File: config.mk
export PLATFORM = sky130hd
export DESIGN_NAME = uart_tx
export DESIGN_NICKNAME = d
export VERILOG_FILES = /design/src/rtl/uart_pkg.sv /design/src/rtl/uart_fifo.sv /design/src/rtl/uart_tx.sv
export SDC_FILE = /design/constraint.sdc
export NUM_CORES = 1
export LEC_CHECK = 0
export BUFFER_PORTS_ARGS = -buffer_cell sky130_fd_sc_hd__buf_4
export CORE_UTILIZATION = 50
export DETAILED_ROUTE_END_ITERATION = 12
export GPL_ROUTABILITY_DRIVEN = 0
export PLACE_DENSITY_LB_ADDON = 0.3
export SETUP_SLACK_MARGIN = 0.2
export SLEW_MARGIN = 25
export SYNTH_ARGS = -nofsm -noshare
export SYNTH_HDL_FRONTEND = slang
export SYNTH_SLANG_ARGS = --single-unit
export TNS_END_PERCENT = 5
File: constraint.sdc
create_clock -name clk -period 9.3 [get_ports clk]
set_input_delay 1.86 -clock clk [delete_from_list [all_inputs] [get_ports clk]]
set_output_delay 1.86 -clock clk [all_outputs]
set_load 0.02 [all_outputs]
File: src/rtl/uart_pkg.sv
// uart_pkg: shared FSM state type and parameter-free frame helpers.
// Latency: n/a (types and pure functions only).
// Backpressure: n/a.
package uart_pkg;

    typedef enum logic [2:0] {
        IDLE,
        START,
        DATA,
        PAR,
        STOP
    } tx_state_t;

    // Words wider than 64 bits would need a wider argument here.
    function automatic logic even_parity(input logic [63:0] word);
        return ^word;
    endfunction

    function automatic int frame_len(input int width, input int parity, input int samples);
        return samples * (width + parity + 2);
    endfunction

endpackage

File: src/rtl/uart_fifo.sv
// uart_fifo: synchronous FIFO with the head word visible on dout without latency.
// Latency: a push is visible on empty/fill/dout after the next edge.
// Backpressure: pushes are ignored while full and pops are ignored while empty.
module uart_fifo #(
    parameter int WIDTH       = 8,
    parameter int BUF_ADDR_SZ = 4
) (
    input  logic                   clk,
    input  logic                   rst_n,
    input  logic                   push,
    input  logic                   pop,
    input  logic [WIDTH-1:0]       din,
    output logic [WIDTH-1:0]       dout,
    output logic                   full,
    output logic                   empty,
    output logic [BUF_ADDR_SZ:0]   fill
);
    localparam int DEPTH = 1 << BUF_ADDR_SZ;
    localparam logic [BUF_ADDR_SZ-1:0] PTR_ONE   = BUF_ADDR_SZ'(1);
    localparam logic [BUF_ADDR_SZ:0]   CNT_ONE   = (BUF_ADDR_SZ+1)'(1);
    localparam logic [BUF_ADDR_SZ:0]   CNT_DEPTH = (BUF_ADDR_SZ+1)'(DEPTH);

    logic [WIDTH-1:0]       mem [DEPTH];
    logic [BUF_ADDR_SZ-1:0] wr_ptr;
    logic [BUF_ADDR_SZ-1:0] rd_ptr;
    logic [BUF_ADDR_SZ:0]   count;
    logic                   do_push;
    logic                   do_pop;

    assign do_push = push && !full;
    assign do_pop  = pop && !empty;

    always_ff @(posedge clk) begin
        if (do_push) begin
            mem[wr_ptr] <= din;
        end
    end

    always_ff @(posedge clk or negedge rst_n) begin
        if (!rst_n) begin
            wr_ptr <= '0;
            rd_ptr <= '0;
            count  <= '0;
        end else begin
            if (do_push) begin
                wr_ptr <= wr_ptr + PTR_ONE;
            end
            if (do_pop) begin
                rd_ptr <= rd_ptr + PTR_ONE;
            end
            case ({do_push, do_pop})
                2'b10:   count <= count + CNT_ONE;
                2'b01:   count <= count - CNT_ONE;
                default: count <= count;
            endcase
        end
    end

    assign dout  = mem[rd_ptr];
    assign full  = (count == CNT_DEPTH);
    assign empty = (count == '0);
    assign fill  = count;

endmodule

File: src/rtl/uart_tx.sv
// uart_tx: buffered UART transmitter, start + WIDTH data (LSB first) + optional even parity + stop.
// Latency: TxOut falls one clock after a push into an empty FIFO with the FSM idle.
// Backpressure: wr_ready drops while the FIFO is full; frames run back-to-back while words remain.
module uart_tx
    import uart_pkg::*;
#(
    parameter int WIDTH       = 8,
    parameter int PARITY      = 0,
    parameter int SAMPLES     = 16,
    parameter int BUF_ADDR_SZ = 4
) (
    input  logic                 clk,
    input  logic                 rst_n,
    input  logic [WIDTH-1:0]     wr_data,
    input  logic                 wr_valid,
    output logic                 wr_ready,
    output logic                 TxOut,
    output logic                 busy,
    output logic [BUF_ADDR_SZ:0] fill
);
    localparam int TW = $clog2(SAMPLES);
    localparam int BW = $clog2(WIDTH + 1);
    localparam logic [TW-1:0] TICK_LAST = TW'(SAMPLES - 1);
    localparam logic [TW-1:0] TICK_ONE  = TW'(1);
    localparam logic [BW-1:0] BIT_LAST  = BW'(WIDTH - 1);
    localparam logic [BW-1:0] BIT_ONE   = BW'(1);

    tx_state_t        state, state_nxt;
    logic [TW-1:0]    tick_cnt, tick_nxt;
    logic [BW-1:0]    bit_cnt, bit_nxt;
    logic [WIDTH-1:0] shift, shift_nxt;
    logic             par_bit, par_nxt;
    logic             tx_q, tx_nxt;
    logic             tick_done;
    logic             pop;
    logic             push;
    logic [WIDTH-1:0] fifo_dout;
    logic             fifo_full;
    logic             fifo_empty;

    assign push = wr_valid && !fifo_full;

    uart_fifo #(
        .WIDTH       (WIDTH),
        .BUF_ADDR_SZ (BUF_ADDR_SZ)
    ) u_fifo (
        .clk   (clk),
        .rst_n (rst_n),
        .push  (push),
        .pop   (pop),
        .din   (wr_data),
        .dout  (fifo_dout),
        .full  (fifo_full),
        .empty (fifo_empty),
        .fill  (fill)
    );

    always_ff @(posedge clk or negedge rst_n) begin
        if (!rst_n) begin
            state    <= IDLE;
            tick_cnt <= '0;
            bit_cnt  <= '0;
            shift    <= '0;
            par_bit  <= 1'b0;
            tx_q     <= 1'b1;
        end else begin
            state    <= state_nxt;
            tick_cnt <= tick_nxt;
            bit_cnt  <= bit_nxt;
            shift    <= shift_nxt;
            par_bit  <= par_nxt;
            tx_q     <= tx_nxt;
        end
    end

    assign tick_done = (tick_cnt == TICK_LAST);

    always_comb begin
        state_nxt = state;
        case (state)
            IDLE:  if (!fifo_empty) state_nxt = START;
            START: if (tick_done) state_nxt = DATA;
            DATA:  if (tick_done && bit_cnt == BIT_LAST) state_nxt = (PARITY != 0) ? PAR : STOP;
            PAR:   if (tick_done) state_nxt = STOP;
            STOP:  if (tick_done) state_nxt = fifo_empty ? IDLE : START;
            default: state_nxt = IDLE;
        endcase
    end

    // TxOut is loaded with the level of the state being entered, so it stays a pure register.
    always_comb begin
        pop       = !fifo_empty && ((state == IDLE) || (state == STOP && tick_done));
        tick_nxt  = tick_cnt + TICK_ONE;
        bit_nxt   = bit_cnt;
        shift_nxt = shift;
        par_nxt   = par_bit;
        if (pop) begin
            tick_nxt  = '0;
            bit_nxt   = '0;
            shift_nxt = fifo_dout;
            par_nxt   = even_parity(64'(fifo_dout));
        end else if (state == IDLE) begin
            tick_nxt = '0;
        end else if (state == DATA && tick_done) begin
            shift_nxt = shift >> 1;
            bit_nxt   = bit_cnt + BIT_ONE;
        end
        case (state_nxt)
            START:   tx_nxt = 1'b0;
            DATA:    tx_nxt = shift_nxt[0];
            PAR:     tx_nxt = par_nxt;
            default: tx_nxt = 1'b1;
        endcase
    end

    assign TxOut    = tx_q;
    assign wr_ready = !fifo_full;
    assign busy     = (state != IDLE) || (fill != '0);

endmodule

==> qor.csv <==
metric,value,unit
status,completed,
max-capacitance violation count,0,
min-delay worst type,flip-flop to flip-flop,
DR vias/cell,5.69,
CTS max path bufs,2,
post-CTS setup buffers,0,
Placed Area,6950,sq um
DRC,0,
Core Area,12800,sq um
Synth Flop Type,edfxtp_1,
"Seq/Total Area, Yosys",70.0,%
1st-pass router iterations,5,
most frequent cell after synthesis,edfxtp_1,
Final Hold Viols,0,
I/O pin total,19,
Pleak,2.70,nW
initial antenna violation count,0,
placed insts,562,
post-synthesis register bit count,162,
fin nets,432,
chip width,118,microns
WHS Path Cells,1,
Tightest Pin Transition,0.830,ns
Routed Antenna Nets,0,
FP Rows,41,
crit path launch type,flip-flop,
top cell family by delay on the critical path,simple AND/OR/NAND/NOR gates,
worst skew pair latency,0.42,ns
area share of the largest cell type after synthesis,57.3,%
Initial Util,52.3,%
Area Overhead vs Synth,12.4,%
CP Cell Sequence,nor4_1 -> nor2b_1 -> nand2_1 -> buf_4,
Yosys cell types,42,
vias in the first global route,3432,
slowest CP cell,dfrtp_1,
share of flip-flops with an asynchronous set or reset,21.0,%
CTS tree,yes,
largest net degree at the start of global routing,36,
H-tree depth,4,
Setup WS pre-CTS,5.47,ns
WP data required,7.44,ns
Post-CTS Hold Buffers,0,
Num CTS Buffers,17,
syn_area_per_cell,17.2,sq um
Cells after Synth,389,
GRT Total Usage,19.6,%
CP Class,flip-flop to output port,
endpoints failing setup,0,
fin crit period,3.67,ns
DRT iter0 DRCs,246,
Buf/Inv on CP,1,
post-route cell area,7530,sq um
clk slew on worst S/H paths,0.06,ns
Post-synth EDFFs,128,
syn nets,412,
# diodes,0,
die area,13900,sq um
FF-to-FF path depth,12,
global-route wire length before repair,19.7,mm
area of the mapped netlist,6710,sq um
WP depth,4,
vias post-DR,3375,
Reg2Reg Setup Slack,6.35,ns
post-DP HPWL,7.80,mm
CP max FO,5,
port buffer count,18,
RSZ-0062 raised after global routing,no,
Yosys Warn Count,0,
drt wl/cell,21.1,microns
Post-Route Skew,0.00885,ns
max frequency,0.272,GHz
Worst setup EP type,output port,
Final Max Tran Viols,0,
largest cells by area after synthesis,"edfxtp_1 57%, dfrtp_1 12%, mux4_2 6.7%",
final setup margin,5.63,ns
Post-Route WL,12.5,mm
Total Neg Setup Slack,0,ns
cell taking the most area after synthesis,edfxtp_1,
max incr delay on CP,0.44,ns
final cycle utilization of the critical path,39.5,%
Root Buffer,clkbuf_16,
share of cells above drive strength 1,18.8,%
die span in y,118,microns
Pwr Density,236,nW/um^2
Peak VDD IR,0.151,mV
CTS sink cnt,162,
Post-synth top cells,"128 x edfxtp_1, 33 x dfrtp_1, 32 x nand2_1",
critical path arrival,1.81,ns
post-cts gate resize count,0,
GR Overflow Total,0,
Post-Layout Cell Count,593,
Worst slew margin,44.5,%
flip-flops by register name, summed over array words and instances (netlist names):
signal         count
u_fifo.mem       128
shift              8
u_fifo.fill        5
bit_cnt            4
tick_cnt           4
u_fifo.rd_ptr      4
u_fifo.wr_ptr      4
state              3
TxOut              1
par_bit            1
cells in the final DEF, fill, tap and decap left out, types with 3 or more instances in the layout:
cell type / n
edfxtp_1: 128
inv_1: 7
nor3_2: 4
nand2b_1: 3
mux4_1: 12
nand3_1: 3
clkinv_2: 3
o21ai_0: 14
a22oi_1: 14
nor3_1: 4
buf_4: 21
dfrtp_1: 32
and2_1: 3
nand2_1: 32
clkinvlp_4: 5
mux4_2: 20
mux2i_1: 7
nand4_1: 3
xor2_1: 7
a21oi_1: 7
ha_1: 11
xnor2_1: 14
nor2_1: 23
clkbuf_16: 17
final timing paths:
| path | startpoint | to |
|---|---|---|
| setup / recovery | u_fifo.fill[0] | busy |
| hold reg to reg | tick_cnt[0] | tick_cnt[0] |
| min in group asynchronous | rst_n | u_fifo.wr_ptr[2] |
| hold / removal | tick_cnt[0] | tick_cnt[0] |
| max in group asynchronous | rst_n | TxOut |
| setup reg to reg | tick_cnt[0] | u_fifo.fill[4] |
kinds of logic (layout without fill, tap and decap cells):
| group | Yosys count | after routing | synth area share, % |
|---|---|---|---|
| AOI/OAI and AO/OA | 44 | 44 | 4.27 |
| xor gates and xnor gates | 21 | 21 | 2.74 |
| adders and majority gates | 12 | 12 | 2.35 |
| buffers and inverters | 27 | 59 | 2.46 |
| DFF | 162 | 162 | 70.0 |
| muxes | 40 | 40 | 12.6 |
| and+or+nand+nor | 83 | 83 | 5.52 |
cell type report:
class	instances	area [sq um]
fill	973	5290
multi-input combinational	200	1870
timing repair buffer	21	158
sequential	162	4700
clock buffer	18	429
inverter	7	26.3
tap	172	215
clock inverter	13	139
routing by layer:
metal | wire length [microns] | vias up | global-route usage [%] | share of wire (%)
li1 | - | 1551 | - | -
met3 | 567 | 18 | 5.04 | 4.5
met2 | 6060 | 80 | 29.2 | 49
met4 | 181 | 0 | 7.29 | 1.4
met5 | 0 | - | 0 | 0
met1 | 5680 | 1726 | 28.0 | 45
where the power goes:
| part | leakage, nW | total [W] | switching [W] | internal (W) |
|---|---|---|---|---|
| combinational | 0.857 | 0.000208 | 0.000128 | 0.0000797 |
| sequential | 1.58 | 0.000903 | 0.0000430 | 0.000860 |
| clock | 0.264 | 0.000669 | 0.000276 | 0.000393 |
stage by stage:
stage	util, %	total power, W	hold WS, ns
finish	58.8	0.00178	0.476
global route	58.8	0.00185	0.504
CTS	58.6	0.00179	0.484
detailed placement	54.2	0.00112	0.468
global placement	54.2	0.00111	0.461
floorplan	-	0.00104	0.440
Power figures use the tool's default switching activity.
